[src/rtl/enemy_pkg.sv]
// Shared constants and helpers for the enemy sprite blocks: screen geometry, colours, LFSR taps.
package enemy_pkg;

  localparam int unsigned SCREEN_W   = 160;
  localparam int unsigned SCREEN_H   = 120;
  localparam int unsigned SPRITE_DIM = 4;

  localparam logic [2:0] COLOUR_BLACK = 3'b000;
  localparam logic [2:0] COLOUR_BLUE  = 3'b001;
  localparam logic [2:0] COLOUR_GREEN = 3'b010;
  localparam logic [2:0] COLOUR_RED   = 3'b100;
  localparam logic [2:0] COLOUR_WHITE = 3'b111;

  // Galois mask for x^8+x^6+x^5+x^4+1 in right-shift form.
  localparam logic [7:0] LFSR_TAPS = 8'hB8;

  function automatic logic [7:0] lfsr_next(input logic [7:0] v);
    return v[0] ? ((v >> 1) ^ LFSR_TAPS) : (v >> 1);
  endfunction

endpackage

[src/rtl/enemy_lfsr.sv]
// Free-running 8-bit Galois LFSR; steps every clock, reloads seed on resetn only.
module enemy_lfsr
  import enemy_pkg::*;
(
  input  logic       clock,
  input  logic       resetn,
  input  logic [7:0] seed,
  output logic [7:0] value
);

  logic [7:0] value_d;

  always_comb begin
    value_d = lfsr_next(value);
  end

  always_ff @(posedge clock) begin
    if (!resetn) begin
      value <= seed;
    end else begin
      value <= value_d;
    end
  end

endmodule

[src/rtl/enemy_sprite_datapath.sv]
// Enemy sprite datapath: position, colour, pixel/delay counters and registered 4x4 pixel pipe.
// Optional bullet hit detection is built when ENEMY_HIT_EN is defined.
module enemy_sprite_datapath
  import enemy_pkg::*;
#(
  parameter logic [6:0]  Y_TOP     = 7'd0,
  parameter logic [6:0]  Y_BOTTOM  = 7'd110,
  parameter logic [6:0]  Y_STEP    = 7'd1,
  parameter logic [7:0]  X_MIN     = 8'd16,
  parameter logic [7:0]  X_INIT    = 8'd40,
  parameter logic [2:0]  COLOUR    = COLOUR_RED,
  parameter int unsigned DIV_W     = 4,
  parameter logic [7:0]  LFSR_SEED = 8'hA5
) (
  input  logic       clock,
  input  logic       resetn,
  input  logic       en_reset,
  input  logic       loadX,
  input  logic       loadY,
  input  logic       load_colour,
  input  logic       load_black,
  input  logic       plot,
  input  logic       en_counter,
  input  logic       en_delay_counter,
  input  logic       reset_delay,
`ifdef ENEMY_HIT_EN
  input  logic [7:0] bullet_x,
  input  logic [6:0] bullet_y,
  output logic       hit,
`endif
  output logic [7:0] X,
  output logic [6:0] Y,
  output logic [3:0] cnt,
  output logic [3:0] delay_cnt,
  output logic [7:0] x_out,
  output logic [6:0] y_out,
  output logic [2:0] colour_out,
  output logic       plot_out
);

  logic [7:0]       lfsr_value;
  logic [2:0]       colour_reg;
  logic [DIV_W-1:0] prescaler;
  logic [7:0]       pix_x;
  logic [6:0]       pix_y;
  logic             init;

  enemy_lfsr u_lfsr (
    .clock  (clock),
    .resetn (resetn),
    .seed   (LFSR_SEED),
    .value  (lfsr_value)
  );

  always_comb begin
    init  = !resetn || en_reset;
    pix_x = X + {6'd0, cnt[1:0]};
    pix_y = Y + {5'd0, cnt[3:2]};
  end

  always_ff @(posedge clock) begin
    if (init) begin
      X          <= X_INIT;
      Y          <= Y_TOP;
      cnt        <= 4'd0;
      delay_cnt  <= 4'd0;
      prescaler  <= '0;
      colour_reg <= COLOUR_BLACK;
      x_out      <= 8'd0;
      y_out      <= 7'd0;
      colour_out <= COLOUR_BLACK;
      plot_out   <= 1'b0;
    end else begin
      if (loadX) begin
        X <= X_MIN + {1'b0, lfsr_value[6:0]};
      end
      if (loadY) begin
        Y <= (Y >= Y_BOTTOM) ? Y_TOP : Y + Y_STEP;
      end
      if (en_counter) begin
        cnt <= cnt + 4'd1;
      end
      if (load_colour) begin
        colour_reg <= COLOUR;
      end

      // A new row restarts the frame hold regardless of the delay strobes.
      if (loadY) begin
        delay_cnt <= 4'd0;
        prescaler <= '0;
      end else if (en_delay_counter) begin
        prescaler <= prescaler + DIV_W'(1);
        if ((&prescaler) && (delay_cnt != 4'hF)) begin
          delay_cnt <= delay_cnt + 4'd1;
        end
      end else if (reset_delay) begin
        delay_cnt <= 4'd0;
        prescaler <= '0;
      end

      x_out      <= pix_x;
      y_out      <= pix_y;
      colour_out <= load_black ? COLOUR_BLACK : colour_reg;
      plot_out   <= plot;
    end
  end

`ifdef ENEMY_HIT_EN
  always_ff @(posedge clock) begin
    if (init || loadX) begin
      hit <= 1'b0;
    end else if (plot && !load_black && (pix_x == bullet_x) && (pix_y == bullet_y)) begin
      hit <= 1'b1;
    end
  end
`endif

endmodule

[config.mk]
export PLATFORM = sky130hd
export DESIGN_NAME = enemy_sprite_datapath
export DESIGN_NICKNAME = d
export VERILOG_FILES = /design/src/rtl/enemy_pkg.sv /design/src/rtl/enemy_lfsr.sv /design/src/rtl/enemy_sprite_datapath.sv
export SDC_FILE = /design/constraint.sdc
export NUM_CORES = 1
export LEC_CHECK = 0
export ABC_CLOCK_PERIOD_IN_PS = 2000
export CORE_ASPECT_RATIO = 2
export CORE_MARGIN = 2
export CORE_UTILIZATION = 34
export DETAILED_ROUTE_END_ITERATION = 8
export SLEW_MARGIN = 20
export SYNTH_ARGS = -nofsm -noshare
export SYNTH_HDL_FRONTEND = slang
export SYNTH_SLANG_ARGS = --single-unit
[constraint.sdc]
create_clock -name clock -period 2 [get_ports clock]
set_input_delay 0.2 -clock clock [delete_from_list [all_inputs] [get_ports clock]]
set_output_delay 0.2 -clock clock [all_outputs]
set_load 0.05 [all_outputs]
==> results of run 1 <==
power by group through the flow:
stage	registers (uW)	logic, uW	clock network, uW
6_report	1120	218	823
5_1_grt	1120	236	896
4_1_cts	1120	221	857
3_5_place_dp	1140	220	0
3_3_place_gp	1140	218	0
2_1_floorplan	1190	87.6	0
kinds of logic (layout without fill, tap and decap cells):
group                      Yosys count  in the layout
other                                1              2
AOI/OAI and AO/OA                   41             41
adders and majority gates           12             12
buffers and inverters               20             75
and+or+nand+nor                     80             80
DFF                                 53             53
xor gates and xnor gates            15             15
muxes                                7              7
metrics by stage:
| stage | std cells | instance area (um^2) |
|---|---|---|
| finish | 371 | 2960 |
| global route | 371 | 2960 |
| CTS | 371 | 2960 |
| detailed placement | 363 | 2820 |
| global placement | 363 | 2820 |
| floorplan | 230 | 2210 |
metal layers:
layer | vias up | GRT usage [%] | wire length (um)
li1 | 909 | - | -
met1 | 849 | 15.5 | 1850
met2 | 49 | 25.5 | 2660
met3 | 13 | 3.63 | 190
met4 | 0 | 6.79 | 164
met5 | - | 0 | 0
cell type report:
class / count / area [um^2]
well taps: 86 / 108
clock buffers: 8 / 136
multi-input cells: 157 / 1060
fillers: 634 / 3350
flip-flops and latches: 53 / 1060
repair buffers: 57 / 553
inverters: 10 / 37.5
synth_stat cells, types with 5 or more instances:
master                      n
sky130_fd_sc_hd__a21oi_1   18
sky130_fd_sc_hd__and2_1     8
sky130_fd_sc_hd__clkbuf_1   6
sky130_fd_sc_hd__dfxtp_1   53
sky130_fd_sc_hd__ha_1      10
sky130_fd_sc_hd__inv_1     10
sky130_fd_sc_hd__mux2i_1    7
sky130_fd_sc_hd__nand2_1    7
sky130_fd_sc_hd__nand2b_1   7
sky130_fd_sc_hd__nand3_1    7
sky130_fd_sc_hd__nand4_1    7
sky130_fd_sc_hd__nor2_1    20
sky130_fd_sc_hd__nor3_1     5
sky130_fd_sc_hd__o21ai_0    7
sky130_fd_sc_hd__or3_1      8
sky130_fd_sc_hd__xnor2_1    8
sky130_fd_sc_hd__xor2_1     7
final timing paths:
kind	depth (start not counted)	slack, ns	to
hold reg to reg	1	0.44	u_lfsr.value[6]$_SDFF_PN0_
setup / recovery	1	0.13	Y[2]
hold / removal	1	0.44	u_lfsr.value[6]$_SDFF_PN0_
setup reg to reg	5	0.23	x_out[6]$_SDFF_PP0_
==> Flow_metrics.wiki, run 1 <==
{| class="wikitable"
! Metric !! Value
|-
| Result of the run || completed
|-
| Start of the worst register-to-register path || cnt[0]$_SDFFE_PP0P_
|-
| Tightest slew margin relative to the limit || between 60% and 70%
|-
| Power Density || between 700 and 800 nW/um^2
|-
| Number of warnings printed during yosys synthesis || 0
|-
| Post-detailed-routing wire length || between 4000 and 5000 um
|-
| Crit path DAT || about 1.7 ns
|-
| Setup violators final || 0
|-
| Proportion of synthesized area in mux cells || around 3.2%
|-
| CP max stage cell || sky130_fd_sc_hd__clkdlybuf4s50_1
|-
| Worst clock skew || 0.00384 ns
|-
| Sw Share || around a quarter
|-
| Syn-to-layout area delta || 34.2%
|-
| Post-Synth XOR/XNOR Area || under 10%
|-
| Fraction of layout instances using a drive strength above 1 || between 5 and 6%
|-
| Overall die width || slightly above 60 um
|-
| Highest-count cells in the layout ignoring fill and taps || 53 x sky130_fd_sc_hd__dfxtp_1, 50 x sky130_fd_sc_hd__clkdlybuf4s50_1, 20 x sky130_fd_sc_hd__nor2_1
|-
| Post-route worst hold slack || approximately 0.44 ns
|-
| Count of flip-flops with a built-in enable after synthesis || 0
|-
| Register share of total power || between 50% and 60%
|-
| Number of antenna-violating nets in the routed design || 0
|-
| Number of buffer cells added on primary ports || 50
|-
| Deepest level of the CTS H-tree || 2
|-
| Worst min path class || flip-flop to flip-flop
|-
| Share of the yosys chip area belonging to registers || 48.2%
|-
| Die footprint || about 7000 um^2
|-
| Number of max-cap violations || 0
|-
| Share of flip-flops with an asynchronous set or reset after synthesis || 0%
|-
| Count of distinct cell types in the synthesized netlist || 38
|-
| Starting utilization of the core area || 34.9%
|-
| Combinational share of power || around 10%
|-
| Total net switching power || between 500 and 600 uW
|-
| Share of the synthesized area in the top cell type || 48.2%
|-
| Global-route usage over all layers || 14.6%
|-
| Data required time of the worst path || roughly 1.8 ns
|-
| Final HPWL DP || between 3000 and 4000 um
|-
| Flops & latches, synth || 53
|-
| Slew at the pin with the worst max-slew slack || 0.520 ns
|-
| Total count of max-transition violations in the final report || 0
|-
| # diodes || 0
|-
| Leading cell type in the layout, fill and taps excluded || sky130_fd_sc_hd__dfxtp_1
|-
| Top Ports || between 50 and 60
|-
| Std-Cell Core Area || between 6000 and 7000 um^2
|-
| DP Worst Slack || between 0.2 and 0.25 ns
|-
| Reg clk slew, reported paths || roughly 0.060 ns
|-
| Synth Area in Adders || roughly 7.5%
|-
| Final critical-path share of the clock period || between 90% and 100%
|-
| Series of cell instances along the critical path || clkdlybuf4s50_1
|-
| Post-synthesis share of cell area spent on and, or, nand and nor gates || 19.7%
|-
| Height of the chip || ~120 um
|-
| Lkg Pwr || about 0.0010 uW
|-
| Main combinational cell family by area after synthesis || simple AND/OR/NAND/NOR gates
|-
| Classification of the worst setup path || flip-flop to primary output
|-
| Gate count after technology mapping || approximately 230
|-
| Setup slack of the critical path after layout || 0.133 ns
|-
| Final Hold Violating Endpoints || 0
|-
| Delay of the slowest cell on the worst path || approximately 0.87 ns
|-
| Total internal power || about 1600 uW
|-
| Maximum fanout along the worst path || 8
|-
| Total grt overflow || 0
|-
| Final #Nets || 307
|-
| CTS buffer count || 5
|-
| Clock share of power || 38.1%
|-
| Synth Flop Type || sky130_fd_sc_hd__dfxtp_1
|-
| First-pass iteration count of the detailed router || 4
|-
| Total chip power || 2160 uW
|-
| Gpl congestion || slightly above 0.8
|-
| Number of instances resized during post-cts repair || 0
|-
| Total via count after detailed routing || 1820
|-
| Buffers and inverters on the worst path || 1
|-
| Core Util, Final || 46.9%
|-
| Unrepaired setup endpoints after global routing || no
|-
| Post-CTS Setup Repair Bufs || 0
|-
| CTS sink count || 53
|-
| Clock Latency Late Sink || between 0.2 and 0.3 ns
|-
| Start point of the critical path || Y[2]$_SDFFE_PP0P_
|-
| Avg Cell Area, Syn || between 9 and 10 um^2
|-
| Highest clock rate || between 500 and 600 MHz
|-
| Hold Startpoint || u_lfsr.value[7]$_SDFF_PN1_
|-
| Max rail drop VDD || around 0.62 mV
|-
| Cell at the root of the clock tree || sky130_fd_sc_hd__clkbuf_16
|-
| Biggest registers after layout || X (8), u_lfsr.value (8), x_out (8)
|-
| Final-layout setup total negative slack || 0 ns
|-
| Wire length of the first global-routing pass || between 7000 and 8000 um
|-
| Count of standard-cell rows || 41
|-
| Antenna violations before repair || 0
|-
| Combined area of all synthesized cells || around 2200 um^2
|-
| Nature of the critical path endpoint || primary output
|-
| Clock tree from TritonCTS || done
|-
| Crit-path leading delay family || buffers and inverters
|-
| Average wire per cell in the routed design || 13.1 um
|-
| Via count of the first global-routing pass || 1717
|-
| Leading cell types by total area after synthesis || sky130_fd_sc_hd__dfxtp_1 48%, sky130_fd_sc_hd__ha_1 5.7%, sky130_fd_sc_hd__a21oi_1 4.1%
|-
| Compound-cell area share of the yosys netlist || a little under an eighth
|-
| Maximum number of pins on one net before global-route repair || 15
|-
| Number of vias per cell || roughly 4.9
|-
| Remaining routing DRC violations || 0
|-
| Number of buffers added to fix hold violations after cts || 0
|-
| Kind of launch point of the worst setup path || flip-flop
|-
| Number of buffers between clock root and the deepest sink || 2
|-
| Top cell type by total area after synthesis || sky130_fd_sc_hd__dfxtp_1
|-
| Shortest clock period the worst path allows after layout || 1.87 ns
|-
| Violation count after the first detailed-route iteration || 79
|}
Note: power is estimated with default switching activity, not from simulation.
==> inputs of run 2 (changes only) <==
- RECOVER_POWER: unset -> 25
==> Flow_metrics.wiki, run 2 (synthesized netlist as in run 1, its figures left out) <==
{| class="wikitable"
! Metric !! Value
|-
| Height of the chip || 118 um
|-
| Final #Nets || 307
|-
| Cell at the root of the clock tree || sky130_fd_sc_hd__clkbuf_16
|-
| Clock tree from TritonCTS || done
|-
| Final critical-path share of the clock period || 93.0%
|-
| Overall die width || roughly 60 um
|-
| Worst min path class || flip-flop to flip-flop
|-
| Final-layout setup total negative slack || 0 ns
|-
| Final HPWL DP || roughly 3700 um
|-
| Nature of the critical path endpoint || primary output
|-
| Number of buffers added to fix hold violations after cts || 0
|-
| Global-route usage over all layers || 14.6%
|-
| Gpl congestion || a little over 0.8
|-
| Slack of the worst reg-to-reg path || between 0.2 and 0.25 ns
|-
| Via count of the first global-routing pass || roughly 1700
|-
| Fraction of layout instances using a drive strength above 1 || 4.56%
|-
| Deepest level of the CTS H-tree || 2
|-
| Total count of max-transition violations in the final report || 0
|-
| Count of standard-cell rows || 41
|-
| Tightest slew margin relative to the limit || approximately two thirds
|-
| Maximum fanout along the worst path || 8
|-
| Shortest clock period the worst path allows after layout || between 1.5 and 2 ns
|-
| Wire length of the first global-routing pass || a little under 8000 um
|-
| Delay of the slowest cell on the worst path || between 0.8 and 0.9 ns
|-
| Average wire per cell in the routed design || 13.2 um
|-
| Number of buffers between clock root and the deepest sink || 2
|-
| Start of the worst register-to-register path || cnt[0]$_SDFFE_PP0P_
|-
| Highest-count cells in the layout ignoring fill and taps || 53 x sky130_fd_sc_hd__dfxtp_1, 49 x sky130_fd_sc_hd__clkdlybuf4s50_1, 20 x sky130_fd_sc_hd__nor2_1
|-
| R2R depth || 5
|-
| Starting utilization of the core area || about a third
|-
| Reg clk slew, reported paths || ~0.06 ns
|-
| Power Density || 732 nW/um^2
|-
| First-pass iteration count of the detailed router || 5
|-
| Std-Cell Core Area || roughly 6300 um^2
|-
| Clock Latency Late Sink || 0.29 ns
|-
| Sequential cell area || 1060 um^2
|-
| Violation count after the first detailed-route iteration || 75
|-
| Number of vias per cell || 4.93
|-
| Number of antenna-violating nets in the routed design || 0
|-
| Lkg Pwr || 0.00103 uW
|-
| Maximum number of pins on one net before global-route repair || 15
|-
| Data required time of the worst path || between 1.5 and 2 ns
|-
| Highest clock rate || 537 MHz
|-
| Top Ports || 53
|-
| Number of buffer cells added on primary ports || 50
|-
| Number of max-cap violations || 0
|-
| Worst clock skew || roughly 0.0037 ns
|-
| Crit-path leading delay family || buffers and inverters
|-
| Total chip power || 2160 uW
|-
| # diodes || 0
|-
| Kind of launch point of the worst setup path || flip-flop
|-
| Total via count after detailed routing || between 1500 and 2000
|-
| Max rail drop VDD || just over 0.6 mV
|-
| Terminating pin of the worst hold path || u_lfsr.value[6]$_SDFF_PN0_
|-
| Classification of the worst setup path || flip-flop to primary output
|-
| CTS buffer count || 5
|-
| Result of the run || completed
|-
| Biggest registers after layout || X (8), u_lfsr.value (8), x_out (8)
|-
| Antenna violations before repair || 0
|-
| Slew at the pin with the worst max-slew slack || between 0.5 and 0.6 ns
|-
| CP max stage cell || sky130_fd_sc_hd__clkdlybuf4s50_1
|-
| CTS sink count || 53
|-
| Setup violators final || 0
|-
| Hold Startpoint || u_lfsr.value[7]$_SDFF_PN1_
|-
| Post-detailed-routing wire length || 4880 um
|-
| Crit Reg-Reg Endpoint || x_out[6]$_SDFF_PP0_
|-
| Unrepaired setup endpoints after global routing || no
|-
| Total grt overflow || 0
|-
| Total area of multi-input combinational cells || roughly 1100 um^2
|-
| Count of filler cells inserted in the layout || 637
|-
| Final Hold Violating Endpoints || 0
|-
| Buffers and inverters on the worst path || 1
|-
| Syn-to-layout area delta || 33.7%
|-
| Number of instances resized during post-cts repair || 0
|-
| Die footprint || just over 7000 um^2
|-
| Post-CTS Setup Repair Bufs || 0
|-
| Leading cell type in the layout, fill and taps excluded || sky130_fd_sc_hd__dfxtp_1
|-
| Remaining routing DRC violations || 0
|-
| Post-route worst hold slack || 0.439 ns
|-
| Hold Path Cell Cnt || 1
|-
| Series of cell instances along the critical path || clkdlybuf4s50_1
|-
| Crit path DAT || approximately 1.7 ns
|}
run 2: metal layers:
| layer | global-route usage [%] | wire length, um | vias up |
|---|---|---|---|
| met2 | 25.5 | 2680 | 58 |
| met5 | 0 | 0 | - |
| met1 | 15.5 | 1840 | 849 |
| li1 | - | - | 909 |
| met4 | 6.79 | 159 | 0 |
| met3 | 3.63 | 207 | 13 |
run 2: final cells by class:
cell class,count,area share [%]
Multi-Input combinational cell,157,36.0
Clock buffer,8,4.63
Sequential cell,53,36.0
Inverter,10,1.27
Tap cell,86,3.65
Timing Repair Buffer,57,18.4
run 2: through the flow:
stage	cell area [um^2]	setup slack, ns	util (%)	instances
after floorplan	2210	0.0645	-	230
after global placement	2820	0.235	44.7	363
after detailed placement	2820	0.213	44.7	363
after CTS	2960	0.119	46.9	371
after global routing	2950	0.0771	46.7	371
final	2950	0.139	46.7	371
run 2: worst max path at each step:
stage                              from                  end  slack (ns)  cells after the start
global route          Y[2]$_SDFFE_PP0P_                 Y[2]        0.08                      1
CTS                   Y[2]$_SDFFE_PP0P_                 Y[2]        0.12                      1
floorplan           cnt[0]$_SDFFE_PP0P_  x_out[6]$_SDFF_PP0_        0.06                      5
detailed placement  cnt[0]$_SDFFE_PP0P_  x_out[6]$_SDFF_PP0_        0.21                      5
global placement    cnt[0]$_SDFFE_PP0P_  x_out[6]$_SDFF_PP0_        0.24                      5
finish                Y[2]$_SDFFE_PP0P_                 Y[2]        0.14                      1
run 2: report_power, final:
group	total, uW	switching [uW]	leakage (uW)	internal (uW)
logic	214	128	0.000534	86.6
clock network	822	356	0.0000652	466
registers	1120	31.8	0.000432	1090
total	2160	515	0.00103	1640
